--- src/rtl/multicycle_adder.sv ---
// Multi-cycle ripple adder: adds one CHUNK-bit slice per cycle, LSB slice first.
// Define MULTICYCLE_ADDER_SUB_EN to add the sub port (a - b via a + ~b + 1).
module multicycle_adder #(
    parameter int WIDTH = 16,
    parameter int CHUNK = 4
) (
    input  logic             clk,
    input  logic             rst,
    input  logic             in_valid,
    output logic             in_ready,
    input  logic [WIDTH-1:0] a,
    input  logic [WIDTH-1:0] b,
    input  logic             cin,
`ifdef MULTICYCLE_ADDER_SUB_EN
    input  logic             sub,
`endif
    output logic             out_valid,
    input  logic             out_ready,
    output logic [WIDTH-1:0] sum,
    output logic             cout,
    output logic             ovf,
    output logic             busy
);

    localparam int NCHUNK = WIDTH / CHUNK;
    localparam int CW     = (NCHUNK > 1) ? $clog2(NCHUNK) : 1;

    if (WIDTH % CHUNK != 0) begin : g_bad_chunk
        $error("WIDTH must be a multiple of CHUNK");
    end

    // Handshakes: a transfer happens on a rising edge where valid && ready;
    // valid never depends on ready, and a producer holds its data while valid && !ready.
    typedef enum logic [1:0] {IDLE, RUN, DONE} state_t;

    state_t           state_q, state_d;
    logic [WIDTH-1:0] a_q, b_q, acc_q, acc_d;
    logic             carry_q;
    logic [CW-1:0]    idx_q;
    logic [CHUNK:0]   slice_full;
    logic             last_slice;
    logic [WIDTH-1:0] sum_q;
    logic             cout_q, ovf_q;
    logic [WIDTH-1:0] b_eff;
    logic             cin_eff;

`ifdef MULTICYCLE_ADDER_SUB_EN
    assign b_eff   = sub ? ~b : b;
    assign cin_eff = sub ? 1'b1 : cin;
`else
    assign b_eff   = b;
    assign cin_eff = cin;
`endif

    assign last_slice = (idx_q == CW'(NCHUNK - 1));

    // One slice of the ripple: the carry out of this slice feeds the next cycle.
    always_comb begin
        slice_full = {1'b0, a_q[idx_q*CHUNK +: CHUNK]}
                   + {1'b0, b_q[idx_q*CHUNK +: CHUNK]}
                   + (CHUNK+1)'(carry_q);
        acc_d = acc_q;
        acc_d[idx_q*CHUNK +: CHUNK] = slice_full[CHUNK-1:0];
    end

    always_ff @(posedge clk) begin
        if (rst) state_q <= IDLE;
        else     state_q <= state_d;
    end

    always_comb begin
        state_d = state_q;
        case (state_q)
            IDLE:    if (in_valid)   state_d = RUN;
            RUN:     if (last_slice) state_d = DONE;
            DONE:    if (out_ready)  state_d = IDLE;
            default:                 state_d = IDLE;
        endcase
    end

    always_ff @(posedge clk) begin
        if (rst) begin
            a_q     <= '0;
            b_q     <= '0;
            acc_q   <= '0;
            carry_q <= 1'b0;
            idx_q   <= '0;
            sum_q   <= '0;
            cout_q  <= 1'b0;
            ovf_q   <= 1'b0;
        end else begin
            case (state_q)
                IDLE: begin
                    if (in_valid) begin
                        a_q     <= a;
                        b_q     <= b_eff;
                        carry_q <= cin_eff;
                        idx_q   <= '0;
                        acc_q   <= '0;
                    end
                end
                RUN: begin
                    acc_q   <= acc_d;
                    carry_q <= slice_full[CHUNK];
                    idx_q   <= idx_q + 1'b1;
                    // Published results only change here, so they survive the output handshake.
                    if (last_slice) begin
                        sum_q  <= acc_d;
                        cout_q <= slice_full[CHUNK];
                        ovf_q  <= (a_q[WIDTH-1] == b_q[WIDTH-1]) &&
                                  (acc_d[WIDTH-1] != a_q[WIDTH-1]);
                    end
                end
                default: ;
            endcase
        end
    end

    assign in_ready  = (state_q == IDLE);
    assign out_valid = (state_q == DONE);
    assign busy      = (state_q != IDLE);
    assign sum       = sum_q;
    assign cout      = cout_q;
    assign ovf       = ovf_q;

endmodule
--- config.mk ---
export PLATFORM = sky130hd
export DESIGN_NAME = multicycle_adder
export DESIGN_NICKNAME = d
export VERILOG_FILES = /design/src/rtl/multicycle_adder.sv
export SDC_FILE = /design/constraint.sdc
export NUM_CORES = 1
export LEC_CHECK = 0
export ABC_AREA = 1
export ABC_CLOCK_PERIOD_IN_PS = 3650
export BUFFER_PORTS_ARGS = -buffer_cell sky130_fd_sc_hd__buf_2
export CAP_MARGIN = 15
export CORE_UTILIZATION = 40
export DETAILED_ROUTE_END_ITERATION = 6
export GPL_TIMING_DRIVEN = 0
export PLACE_DENSITY_LB_ADDON = 0.25
export SLEW_MARGIN = 15
export SYNTH_ARGS = -nofsm -noshare
export SYNTH_HDL_FRONTEND = slang
export SYNTH_SLANG_ARGS = --single-unit
--- constraint.sdc ---
create_clock -name clk -period 3.65 [get_ports clk]
set_clock_uncertainty 0.2 [all_clocks]
set_input_delay 0.73 -clock clk [delete_from_list [all_inputs] [get_ports clk]]
set_output_delay 0.73 -clock clk [all_outputs]
set_load 0.02 [all_outputs]
---- Word level (Yosys, flattened, before mapping) ----
Index checks and enable logic that the tools add are counted.
word-level totals
  bits in registers ....................... 71
operators by class
  $add $sub $neg .......................... 4
  equality and inequality tests ........... 8
  shift-type cells ........................ 4
  muxes and demuxes ....................... 11
  reductions and logical operators ........ 8
operators by type and width
  kind                       count
  $neg A4 Y34                1
  $shift A4 B34 Y16 const A  1
  $shiftx A4 B34 Y16         1
  $pmux W16 S2               1
  $shiftx A16 B5 Y4          2
  $bwmux W16                 1
  $mux W16                   1
  $mux W2                    4
  $pmux W2 S3                1
  $reduce_and A2 Y1          3
  $add A4 B4 Y5              1
  $add A5 B1 Y5              1
  $eq A2 B2 Y1 const B       2
  $ne A2 B2 Y1 const B       2
  $pmux W2 S2                1
  $reduce_bool A2 Y1         2
  $reduce_and A3 Y1          1
  $add A2 B1 Y2 const B      1
  $eq A2 B1 Y1 const B       1
  $logic_not A2 Y1           1
  $ne A2 B1 Y1 const B       1
  $pmux W1 S2                1
  $eq A1 B1 Y1               1
  $logic_and A1 B1 Y1        1
  other kinds (2)            2

---- Depth between registers and ports, before layout ----
  depth after elaboration ................. 7
  gate-level depth with buffers ........... 16
  mapped depth without buffers ............ 14

---- Least setup slack after synthesis ----
No wires, ideal clock.
  kind .................................... flip-flop to flip-flop
  start point ............................. register idx_q[0]
  end point ............................... register acc_q[13]
  setup time .............................. 70 ps
  arrival time ............................ 2478 ps
  required time ........................... 3380 ps
  setup slack ............................. 901 ps
  stages on the path, launching flop included .. 14
  path buffers ............................ 2
  clock period less this slack ............ 2749 ps
  cell sequence ........................... dfxtp_1 > inv_1 > buf_2 > buf_2 > nor2_1 > o22ai_1 > fa_1 > inv_1 > fa_1 > nor2_1 > nand2_1 > o21ai_0 > nand2_1 > a21oi_1
between the ends
  cells in the longest elaborated chain, start to end .. 6
  elaborated cells between the ends (all ways) .. 9
  classes of those cells .................. add/sub: 3; shift: 4; mux: 2
RTL lines
  what                                  RTL line  text
  from (decl)                           39        logic [CW-1:0] idx_q;
  from (signal assigned)                105       idx_q <= idx_q + 1'b1;
  $shiftx A16 B5 Y4 (on tied branches)  59, 60
  $add A4 B4 Y5                         60        + {1'b0, b_q[idx_q*CHUNK +: CHUNK]}
  $add A5 B1 Y5                         61        + (CHUNK+1)'(carry_q);
  $shiftx A4 B34 Y16                    63        acc_d[idx_q*CHUNK +: CHUNK] = slice_full[CHUNK-1:0];
  $bwmux W16 *                          63
  $pmux W16 S2 *                        92        case (state_q)
  to (signal assigned)                  85        acc_q <= '0;
  to (signal assigned)                  99        acc_q <= '0;
  to (signal assigned)                  103       acc_q <= acc_d;
  to (decl)                             37        logic [WIDTH-1:0] a_q, b_q, acc_q, acc_d;
Mark *: on every way between the ends. The rest lies on a longest branch, timed or not.
A chain may end at the register's enable or synchronous reset.

---- Final worst setup path ----
  start point ............................. register idx_q[0]
  end point ............................... register acc_q[14]
Same word-level chain as after synthesis.

==> flow_summary.json <==
{
  "path_delay_family": "compound AO/OA/AOI/OAI gates",
  "cts_max_level": 3,
  "worst-setup-path-type": "flop to flop",
  "start_util": 0.419,
  "yosysUniqueCellTypes": 29,
  "grt_use_total": 0.195,
  "ys_seq_area_frac": 0.432,
  "fin_crit_ns": 3.35,
  "holdBufCountCts": 0,
  "ys_warn_count": 0,
  "cts_tree": "done",
  "worst_pin_slew_ns": 0.513,
  "maxSlewViolCount": 0,
  "max_slew_margin": 0.658,
  "ys_seq_elements": 71,
  "syn_avg_cell_area_sq_um": 7.28,
  "power_density_nw_per_um2": 433,
  "dr_wl_met2_microns": 3610,
  "hold_viol": 0,
  "clock_latency_ns": 0.34,
  "cts.sinks": 71,
  "hold_path.class": "flop to flop",
  "cts_setup_buffers": 0,
  "arrival_ns": 3.42,
  "fin_crit_sh": 0.918,
  "cts_resized": 0,
  "route.layer.met1.wl_microns": 3790,
  "critPathMaxStageDelay_ns": 0.46,
  "wire_per_inst_microns": 12.5,
  "cts_buffers": 9,
  "vias": 3088,
  "ys_top_cells_by_area": "dfxtp_1 (43%), nor2_1 (9.8%), o21ai_0 (9.4%)",
  "drt_first_pass_iters": 4,
  "antenna_found_initial": 0,
  "grt_max_degree": 13,
  "cts_buffer_depth": 2,
  "clkTransAtPathRegs_ns": 0.07,
  "grt_pass1_vias": 2773,
  "rsz0062_at_grt": "false",
  "synth_top_cell_area_share": 0.432,
  "cts_root_buffer": "clkbuf_8",
  "dr_wl_met3_microns": 349,
  "crit_slowest_cell": "dfxtp_1",
  "netlist_area_sq_um": 3290,
  "via_per_inst": 4.93,
  "routed_wl_microns": 7820,
  "antenna_left": 0,
  "synth_nets": 500,
  "critPathLaunchType": "flop",
  "area_delta_synth_final_pct": 17.2,
  "crit_chain": "buf_2 -> buf_2 -> o21ai_0 -> o22ai_1 -> fa_1 -> inv_1 -> fa_1 -> xor2_1 -> nor2_1 -> nand2_1 -> o21ai_0 -> nand2_1 -> a21oi_1",
  "async_flop_share": 0,
  "seqCellArea_sq_um": 1420,
  "cp.required_ns": 3.72,
  "synth_top_area_cell": "dfxtp_1",
  "placed_cells": 611,
  "setup-tns-final_ns": 0,
  "finalSetupViolCount": 0,
  "synthFlopType": "dfxtp_1",
  "fmax_ghz": 0.299,
  "yosys-top-cells-count": "nor2_1 (86), dfxtp_1 (71), nand2_1 (62), o21ai_0 (62), inv_1 (49)",
  "nets": 567,
  "multi_input_area_sq_um": 1540,
  "final_cell_count_no_fill": 626,
  "coreArea_sq_um": 7850,
  "maxCapViolations": 0,
  "num_rows": 32,
  "outcome": "completed",
  "cp_max_fo": 10,
  "num_io_pins": 58,
  "gr-total-overflow": 0,
  "grt_pass1_wl_microns": 13000,
  "synth_cells": 452,
  "ir_drop_v": 0.000211,
  "power.leakage_nw": 1.76,
  "die_w_microns": 92.7,
  "route.detailed.drc": 0,
  "place_congestion": 0.884,
  "fin_area_sq_um": 3860,
  "layout_setup_ws_ns": 0.301,
  "critPathBufInv": 3,
  "drive_above_1_share": 0.177,
  "synth_edf_count": 0,
  "placed_area_sq_um": 3700,
  "fillCellCount": 808,
  "end_kind": "flop",
  "highest_layer": "met4",
  "drt_iter0_drc": 190,
  "power.total_mw": 1.67,
  "die_area_sq_um": 8590,
  "post-dp-hpwl_microns": 5920,
  "synth_most_common_cell": "nor2_1",
  "io_buffers": 57,
  "die_h_microns": 92.7,
  "antenna_cells": 0,
  "pre_cts_ws_ns": 0.304
}
==> power by group <==
group | internal [mW] | switching (mW) | leakage (nW) | total [mW]
clock | 0.244 | 0.284 | 0.0801 | 0.528
sequential | 0.813 | 0.0238 | 0.580 | 0.836
combinational | 0.109 | 0.198 | 1.10 | 0.306
total | 1.17 | 0.506 | 1.76 | 1.67
==> state kept, by name, summed over array words and instances (netlist names) <==
signal / count
b_q: 16
cout: 1
idx_q: 2
acc_q: 16
ovf: 1
sum: 16
carry_q: 1
a_q: 16
state_q: 2
==> cells by family (layout without fill, tap and decap cells) <==
group	Yosys count	after routing	share of synthesized area
AND/OR/NAND/NOR	165	165	0.202
AO/OA/AOI/OAI	127	127	0.216
buffers and inverters	77	149	0.100
flip-flops	71	71	0.432
adder cells (fa/ha/maj)	11	11	0.0464
XOR/XNOR	1	1	0.00266
==> metrics by stage <==
stage / hold slack (ns) / utilization
2_1_floorplan: 0.243 / -
3_3_place_gp: 0.250 / 0.472
3_5_place_dp: 0.256 / 0.472
4_1_cts: 0.267 / 0.492
5_1_grt: 0.282 / 0.491
6_report: 0.263 / 0.491
==> tightest hold or removal path, stage by stage (launching register included) <==
cell     delay, ns
dfxtp_1       0.31
nand2_1       0.06
a21oi_1       0.05
==> area by class of cell <==
| cell class | instances | area share |
|---|---|---|
| clock inverters | 4 | 0.00584 |
| multi-input cells | 304 | 0.399 |
| flip-flops and latches | 71 | 0.369 |
| well taps | 102 | 0.0331 |
| clock buffers | 12 | 0.0350 |
| inverters | 53 | 0.0522 |
| plain buffers | 23 | 0.0324 |
| repair buffers | 57 | 0.0740 |
==> final timing paths <==
path / startpoint / end / slack (ns) / cells after the start
hold / removal: acc_q[3] / acc_q[3] / 0.26 / 2
setup reg to reg: idx_q[0] / acc_q[14] / 0.30 / 13
setup / recovery: idx_q[0] / acc_q[14] / 0.30 / 13
hold reg to reg: acc_q[3] / acc_q[3] / 0.26 / 2
==> layout by cell type, fill, tap and decap left out <==
cell type,netlist,final
ha_1,9,9
nand2_4,1,1
clkinv_2,0,3
inv_1,49,49
clkbuf_8,0,9
buf_6,3,3
dfxtp_1,71,71
o31ai_1,1,1
fa_1,2,2
buf_4,1,1
nor2_1,86,86
o32ai_1,1,1
nor2_4,2,2
buf_2,10,67
o21a_1,8,8
nor2_2,2,2
inv_2,3,3
clkinvlp_4,0,1
o21ai_1,7,7
nand4_1,3,3
o21ai_0,62,62
a21oi_1,23,23
clkbuf_1,10,12
a32oi_1,2,2
o22ai_1,12,12
inv_4,1,1
a211oi_1,1,1
a31oi_1,1,1
nand2_1,62,62
xor2_1,1,1
nand3_1,9,9
o21bai_1,9,9
==> per-layer routing <==
layer  global-route usage  up-vias
met2                0.318       67
met4               0.0808        0
met5                    0        -
met1                0.253     1417
met3               0.0345        8
li1                     -     1596
(Power assumes the default switching activity.)
